**src/rtl/dmem_arb_pkg.sv**
```systemverilog
// Shared definitions for the data-memory arbiter: FSM encoding and port indices.
package dmem_arb_pkg;

   localparam logic [1:0] IDLE    = 2'd0;
   localparam logic [1:0] GNT_CPU = 2'd1;
   localparam logic [1:0] GNT_DBG = 2'd2;
   localparam logic [1:0] RESP    = 2'd3;

   localparam logic PORT_CPU = 1'b0;
   localparam logic PORT_DBG = 1'b1;

   function automatic logic [1:0] gnt_state(input logic port);
      return (port == PORT_DBG) ? GNT_DBG : GNT_CPU;
   endfunction

endpackage

```
**src/rtl/dmem_arbiter_rr_pick2.sv**
```systemverilog
// Combinational 2-way round-robin picker; on a tie the port that did not win last time wins.
module rr_pick2
   import dmem_arb_pkg::*;
(
   input  logic [1:0] i_req,
   input  logic       i_last,
   output logic       o_gnt,
   output logic       o_vld
);

   always_comb begin
      o_vld = |i_req;
      if (&i_req)
         o_gnt = ~i_last;
      else if (i_req[PORT_DBG])
         o_gnt = PORT_DBG;
      else
         o_gnt = PORT_CPU;
   end

endmodule

```
**src/rtl/dmem_arbiter.sv**
```systemverilog
// Arbitrates the single-port data RAM between the CPU load/store port and the debug/loader port.
module dmem_arbiter
   import dmem_arb_pkg::*;
#(
   parameter int ADDR_W = 32,
   parameter int DATA_W = 32,
   parameter int CNT_W  = 16
) (
   input  logic              clk,
   input  logic              rst,
   input  logic              cpu_req,
   input  logic              cpu_we,
   input  logic [ADDR_W-1:0] cpu_addr,
   input  logic [DATA_W-1:0] cpu_wdata,
   output logic [DATA_W-1:0] cpu_rdata,
   output logic              cpu_ack,
   output logic              cpu_stall,
   input  logic              dbg_req,
   input  logic              dbg_we,
   input  logic [ADDR_W-1:0] dbg_addr,
   input  logic [DATA_W-1:0] dbg_wdata,
   output logic [DATA_W-1:0] dbg_rdata,
   output logic              dbg_ack,
   output logic              mem_re,
   output logic              mem_we,
   output logic [ADDR_W-1:0] mem_addr,
   output logic [DATA_W-1:0] mem_wdata,
   input  logic [DATA_W-1:0] mem_rdata,
   output logic [CNT_W-1:0]  contention_cnt
);

   logic [1:0]        r_state;
   logic              r_last_gnt;
   logic              r_cpu_ack;
   logic              r_dbg_ack;
   logic [DATA_W-1:0] r_cpu_rdata;
   logic [DATA_W-1:0] r_dbg_rdata;
   logic [CNT_W-1:0]  r_cnt;
   logic              r_mem_re;
   logic              r_mem_we;
   logic [ADDR_W-1:0] r_mem_addr;
   logic [DATA_W-1:0] r_mem_wdata;

   logic              w_arb;
   logic              w_gnt;
   logic              w_vld;
   logic              w_sel_we;
   logic [ADDR_W-1:0] w_sel_addr;
   logic [DATA_W-1:0] w_sel_wdata;

   function automatic logic [CNT_W-1:0] sat_inc(input logic [CNT_W-1:0] v);
      return (&v) ? v : v + {{(CNT_W-1){1'b0}}, 1'b1};
   endfunction

   rr_pick2 u_pick (
      .i_req  ({dbg_req, cpu_req}),
      .i_last (r_last_gnt),
      .o_gnt  (w_gnt),
      .o_vld  (w_vld)
   );

   assign w_arb       = (r_state == IDLE) || (r_state == RESP);
   assign w_sel_we    = (w_gnt == PORT_DBG) ? dbg_we    : cpu_we;
   assign w_sel_addr  = (w_gnt == PORT_DBG) ? dbg_addr  : cpu_addr;
   assign w_sel_wdata = (w_gnt == PORT_DBG) ? dbg_wdata : cpu_wdata;

   // RAM controls are registered at the arbitration edge, so an async reset
   // during the access cycle removes mem_we before the RAM can commit.
   always_ff @(posedge clk or posedge rst) begin
      if (rst) begin
         r_state     <= IDLE;
         r_last_gnt  <= PORT_DBG;
         r_cpu_ack   <= 1'b0;
         r_dbg_ack   <= 1'b0;
         r_cpu_rdata <= '0;
         r_dbg_rdata <= '0;
         r_cnt       <= '0;
         r_mem_re    <= 1'b0;
         r_mem_we    <= 1'b0;
         r_mem_addr  <= '0;
         r_mem_wdata <= '0;
      end else begin
         r_cpu_ack <= 1'b0;
         r_dbg_ack <= 1'b0;
         case (r_state)
            IDLE, RESP: begin
               if (w_vld) begin
                  r_state     <= gnt_state(w_gnt);
                  r_last_gnt  <= w_gnt;
                  r_mem_re    <= ~w_sel_we;
                  r_mem_we    <= w_sel_we;
                  r_mem_addr  <= w_sel_addr;
                  r_mem_wdata <= w_sel_wdata;
               end else begin
                  r_state <= IDLE;
               end
            end
            GNT_CPU: begin
               r_cpu_ack <= 1'b1;
               if (!r_mem_we) r_cpu_rdata <= mem_rdata;
               r_mem_re  <= 1'b0;
               r_mem_we  <= 1'b0;
               r_state   <= RESP;
            end
            GNT_DBG: begin
               r_dbg_ack <= 1'b1;
               if (!r_mem_we) r_dbg_rdata <= mem_rdata;
               r_mem_re  <= 1'b0;
               r_mem_we  <= 1'b0;
               r_state   <= RESP;
            end
            default: r_state <= IDLE;
         endcase
         if (w_arb && cpu_req && dbg_req) r_cnt <= sat_inc(r_cnt);
      end
   end

   assign cpu_ack        = r_cpu_ack;
   assign dbg_ack        = r_dbg_ack;
   assign cpu_rdata      = r_cpu_rdata;
   assign dbg_rdata      = r_dbg_rdata;
   assign cpu_stall      = cpu_req & ~r_cpu_ack;
   assign mem_re         = r_mem_re;
   assign mem_we         = r_mem_we;
   assign mem_addr       = r_mem_addr;
   assign mem_wdata      = r_mem_wdata;
   assign contention_cnt = r_cnt;

endmodule

```
**config.mk**
```make
export PLATFORM = sky130hd
export DESIGN_NAME = dmem_arbiter
export DESIGN_NICKNAME = d
export VERILOG_FILES = /design/src/rtl/dmem_arb_pkg.sv /design/src/rtl/dmem_arbiter_rr_pick2.sv /design/src/rtl/dmem_arbiter.sv
export SDC_FILE = /design/constraint.sdc
export NUM_CORES = 1
export LEC_CHECK = 0
export ABC_AREA = 1
export CAP_MARGIN = 20
export CORE_MARGIN = 2
export CORE_UTILIZATION = 40
export DETAILED_ROUTE_END_ITERATION = 12
export PLACE_DENSITY = 0.88
export SLEW_MARGIN = 15
export SYNTH_ARGS = -nofsm -noshare
export SYNTH_HDL_FRONTEND = slang
export SYNTH_SLANG_ARGS = --single-unit
```
**constraint.sdc**
```tcl
create_clock -name clk -period 14.8 [get_ports clk]
set_input_delay 4.44 -clock clk [delete_from_list [all_inputs] [get_ports clk]]
set_output_delay 4.44 -clock clk [all_outputs]
set_load 0.1 [all_outputs]
```
==> run_summary.xml <==
<?xml version="1.0" encoding="UTF-8"?>
<metrics>
  <group name="global_routing">
    <metric name="overflow" unit="">0</metric>
    <metric name="grt_use_total" unit="%">23.7</metric>
    <metric name="via_count_of_the_first_global_routing_pass" unit="">6394</metric>
    <metric name="antenna_found_initial" unit="">0</metric>
    <metric name="first_pass_grt_wire_length" unit="mm">33.1</metric>
    <metric name="largest_net_degree_at_the_start_of_global_routing" unit="">82</metric>
  </group>
  <group name="route">
    <metric name="met3_length" unit="mm">1.48</metric>
    <metric name="top_layer_used" unit="">met4</metric>
    <metric name="wire_per_inst" unit="microns">15.9</metric>
    <metric name="routed-via-count" unit="">6373</metric>
    <metric name="drt-initial-drc-count" unit="">384</metric>
    <metric name="detail_route_antenna_nets" unit="">0</metric>
    <metric name="totalWireLength" unit="mm">20.4</metric>
    <metric name="met2_length" unit="mm">10.5</metric>
    <metric name="detailed_route_vias_per_instance" unit="">4.96</metric>
    <metric name="met1Wirelength" unit="mm">7.91</metric>
    <metric name="drt_pass1_iterations" unit="">5</metric>
    <metric name="detail_route.drc_violations" unit="">0</metric>
  </group>
  <group name="timing">
    <metric name="setup_repair_after_global_routing_missed_its_margin" unit="">no</metric>
    <metric name="finalSetupViolCount" unit="">0</metric>
    <metric name="final_max_slew_viol_count" unit="">0</metric>
    <metric name="max_freq" unit="MHz">92.0</metric>
    <metric name="worst-slew-pin-transition" unit="ns">1.06</metric>
    <metric name="min_period" unit="ns">10.87</metric>
    <metric name="timing.setup.tns" unit="ns">0</metric>
    <metric name="clock_skew" unit="ns">0.0105</metric>
    <metric name="hold_violations" unit="">0</metric>
    <metric name="fin_crit_sh" unit="%">73.4</metric>
    <metric name="timing.slew.headroom" unit="%">29.2</metric>
  </group>
  <group name="clock_network">
    <metric name="tritoncts" unit="">yes</metric>
    <metric name="post_cts_setup_repair_buffer_count" unit="">0</metric>
    <metric name="clock_tree.buffer_depth" unit="">2</metric>
    <metric name="cts-buffers-inserted" unit="">17</metric>
    <metric name="cts_hold_buffers" unit="">0</metric>
    <metric name="clk_root_buffer_cell" unit="">clkbuf_16</metric>
    <metric name="cts.sink_count" unit="">151</metric>
    <metric name="cts_repair_resize_count" unit="">0</metric>
    <metric name="clk_latency" unit="ns">0.42</metric>
    <metric name="htree_levels" unit="">4</metric>
    <metric name="cts.reportedPaths.clkPinSlew" unit="ns">0.06</metric>
  </group>
  <group name="synthesis">
    <metric name="post_synth_inst_count" unit="">758</metric>
    <metric name="synth_nets" unit="">927</metric>
    <metric name="syn_area" unit="sq um">6590</metric>
    <metric name="synth_seq_cells" unit="">151</metric>
    <metric name="synth.yosys.seq_area_share" unit="%">57.3</metric>
    <metric name="mapped_avg_cell_area" unit="sq um">8.70</metric>
    <metric name="synth_compound_gate_area_share" unit="%">15.7</metric>
    <metric name="synthXorXnorAreaFrac" unit="%">1.06</metric>
    <metric name="synth_top_family_by_area" unit="">simple AND/OR/NAND/NOR gates</metric>
    <metric name="yosys_warn_count" unit="">0</metric>
    <metric name="synth_adder_area_share" unit="%">0.569</metric>
    <metric name="synth_mux_area_share" unit="%">0</metric>
    <metric name="synthDistinctLibCells" unit="">28</metric>
    <metric name="yosys.area_share.simple" unit="%">18.8</metric>
  </group>
  <group name="die">
    <metric name="floorplan.die.height" unit="microns">132</metric>
    <metric name="core_area" unit="sq um">16000</metric>
    <metric name="total_die_area" unit="sq um">17500</metric>
    <metric name="initial_core_util" unit="%">41.2</metric>
    <metric name="ioPinCount" unit="">315</metric>
    <metric name="core.rowCount" unit="">46</metric>
    <metric name="floorplan.die.width" unit="microns">132</metric>
  </group>
  <group name="cells_and_area">
    <metric name="layout_commonest_cell" unit="">clkdlybuf4s50_1</metric>
    <metric name="multi_input_area" unit="sq um">2390</metric>
    <metric name="area.growth.synth_to_final" unit="%">58.4</metric>
    <metric name="layout.nets" unit="">1224</metric>
    <metric name="final_cell_mix" unit="">314 x clkdlybuf4s50_1, 195 x nand2_1, 150 x dfrtp_1</metric>
    <metric name="seq_area" unit="sq um">3780</metric>
    <metric name="drive_gt1_share" unit="%">5.90</metric>
    <metric name="fillerInstances" unit="">1289</metric>
    <metric name="antenna_cells" unit="">0</metric>
  </group>
  <group name="critical_path">
    <metric name="setup.worst_path.end_class" unit="">primary output</metric>
    <metric name="crit_path_dat" unit="ns">6.43</metric>
    <metric name="top_fanout_value_on_the_critical_path" unit="">4</metric>
    <metric name="crit_path_frequent_cell" unit="">clkdlybuf4s50_1</metric>
    <metric name="timing_worst_setup_path_type" unit="">in2out</metric>
    <metric name="max_stage_delay" unit="ns">1.14</metric>
    <metric name="crit_slowest_cell" unit="">clkdlybuf4s50_1</metric>
    <metric name="critical_path.cell_chain" unit="">clkdlybuf4s50_1 &gt; inv_1 &gt; nor2_1 &gt; clkdlybuf4s50_1</metric>
    <metric name="cp-start-kind" unit="">input pin</metric>
    <metric name="cp.required" unit="ns">10.36</metric>
  </group>
  <group name="status">
    <metric name="run_status" unit="">finished, final reports clean</metric>
  </group>
  <group name="flow_run">
    <metric name="cap_viol_max_count" unit="">0</metric>
  </group>
  <group name="placed_design">
    <metric name="gp_routability_congestion" unit="">0.794</metric>
    <metric name="dp_hpwl" unit="mm">14.3</metric>
    <metric name="numPortBuffers" unit="">314</metric>
  </group>
  <group name="min_path">
    <metric name="worstHoldPathType" unit="">reg2reg</metric>
  </group>
</metrics>
==> sequential cells by signal, summed over array words and instances, names as in the netlist, 2 cells and up <==
register        flops
cpu_rdata          32
mem_wdata          32
contention_cnt     16
dbg_rdata          32
mem_addr           32
r_state             2
==> layer usage <==
metal	vias to the layer above	global-route usage [%]
met2	271	42.0
li1	3048	-
met3	42	6.81
met4	0	9.20
met1	3012	27.1
met5	-	0
==> final cells by class <==
| class | count | area share [%] |
|---|---|---|
| repair buffers | 320 | 30.7 |
| flip-flops and latches | 151 | 36.2 |
| clock inverters | 14 | 1.55 |
| inverters | 49 | 1.81 |
| well taps | 216 | 2.59 |
| multi-input cells | 516 | 22.9 |
| clock buffers | 18 | 4.21 |
==> metrics by stage <==
stage          instance area, sq um  utilization, %  instances  setup slack [ns]  hold WS [ns]
3_5_place_dp                   9810            61.3       1251              3.94         0.472
2_1_floorplan                  6590               -        758              4.64         0.473
5_1_grt                       10400            65.2       1284              3.89         0.502
6_report                      10400            65.2       1284              3.93         0.480
4_1_cts                       10400            65.1       1283              3.94         0.488
3_3_place_gp                   9810            61.3       1251              3.97         0.465
==> Yosys cell counts, drive strengths merged <==
cell	instances	area share, %
xnor2	8	1.1
nor3	2	0.15
dfstp	1	0.40
clkbuf	18	1.0
o21ai	201	15
inv	49	2.8
a21oi	1	0.25
nand4	4	0.61
nand2	200	12
nand3b	1	0.11
ha	3	0.57
nand3	10	0.84
buf	24	2.6
dfrtp	150	57
nor2	86	5.5
==> logic make-up after synthesis <==
logic type / after synthesis
compound gates: 202
xor+xnor: 8
fa+ha+maj: 3
buf+inv: 91
flops: 151
simple gates: 303
==> worst max-delay path: cells and delay by family <==
kind / cells / cell delay, ns
buf+inv: 3 / 1.88
simple gates: 1 / 0.11
==> worst paths after layout <==
| check | from | to | slack [ns] | cells after the start |
|---|---|---|---|---|
| worst max register to register | r_state[0]$_DFF_PP0_ | mem_wdata[23]$_DFFE_PP0P_ | 12.15 | 9 |
| max in group asynchronous | rst | r_last_gnt$_DFFE_PP1P_ | 9.07 | 4 |
| worst min register to register | mem_wdata[25]$_DFFE_PP0P_ | mem_wdata[25]$_DFFE_PP0P_ | 0.48 | 2 |
| min in group asynchronous | rst | mem_addr[9]$_DFFE_PP0P_ | 4.51 | 2 |
| worst max-delay path | cpu_req | cpu_stall | 3.93 | 4 |
| worst min-delay path | mem_wdata[25]$_DFFE_PP0P_ | mem_wdata[25]$_DFFE_PP0P_ | 0.48 | 2 |
Power is not shown: default switching activity piles up to over one toggle a cycle in this logic, so the estimate is an artifact.
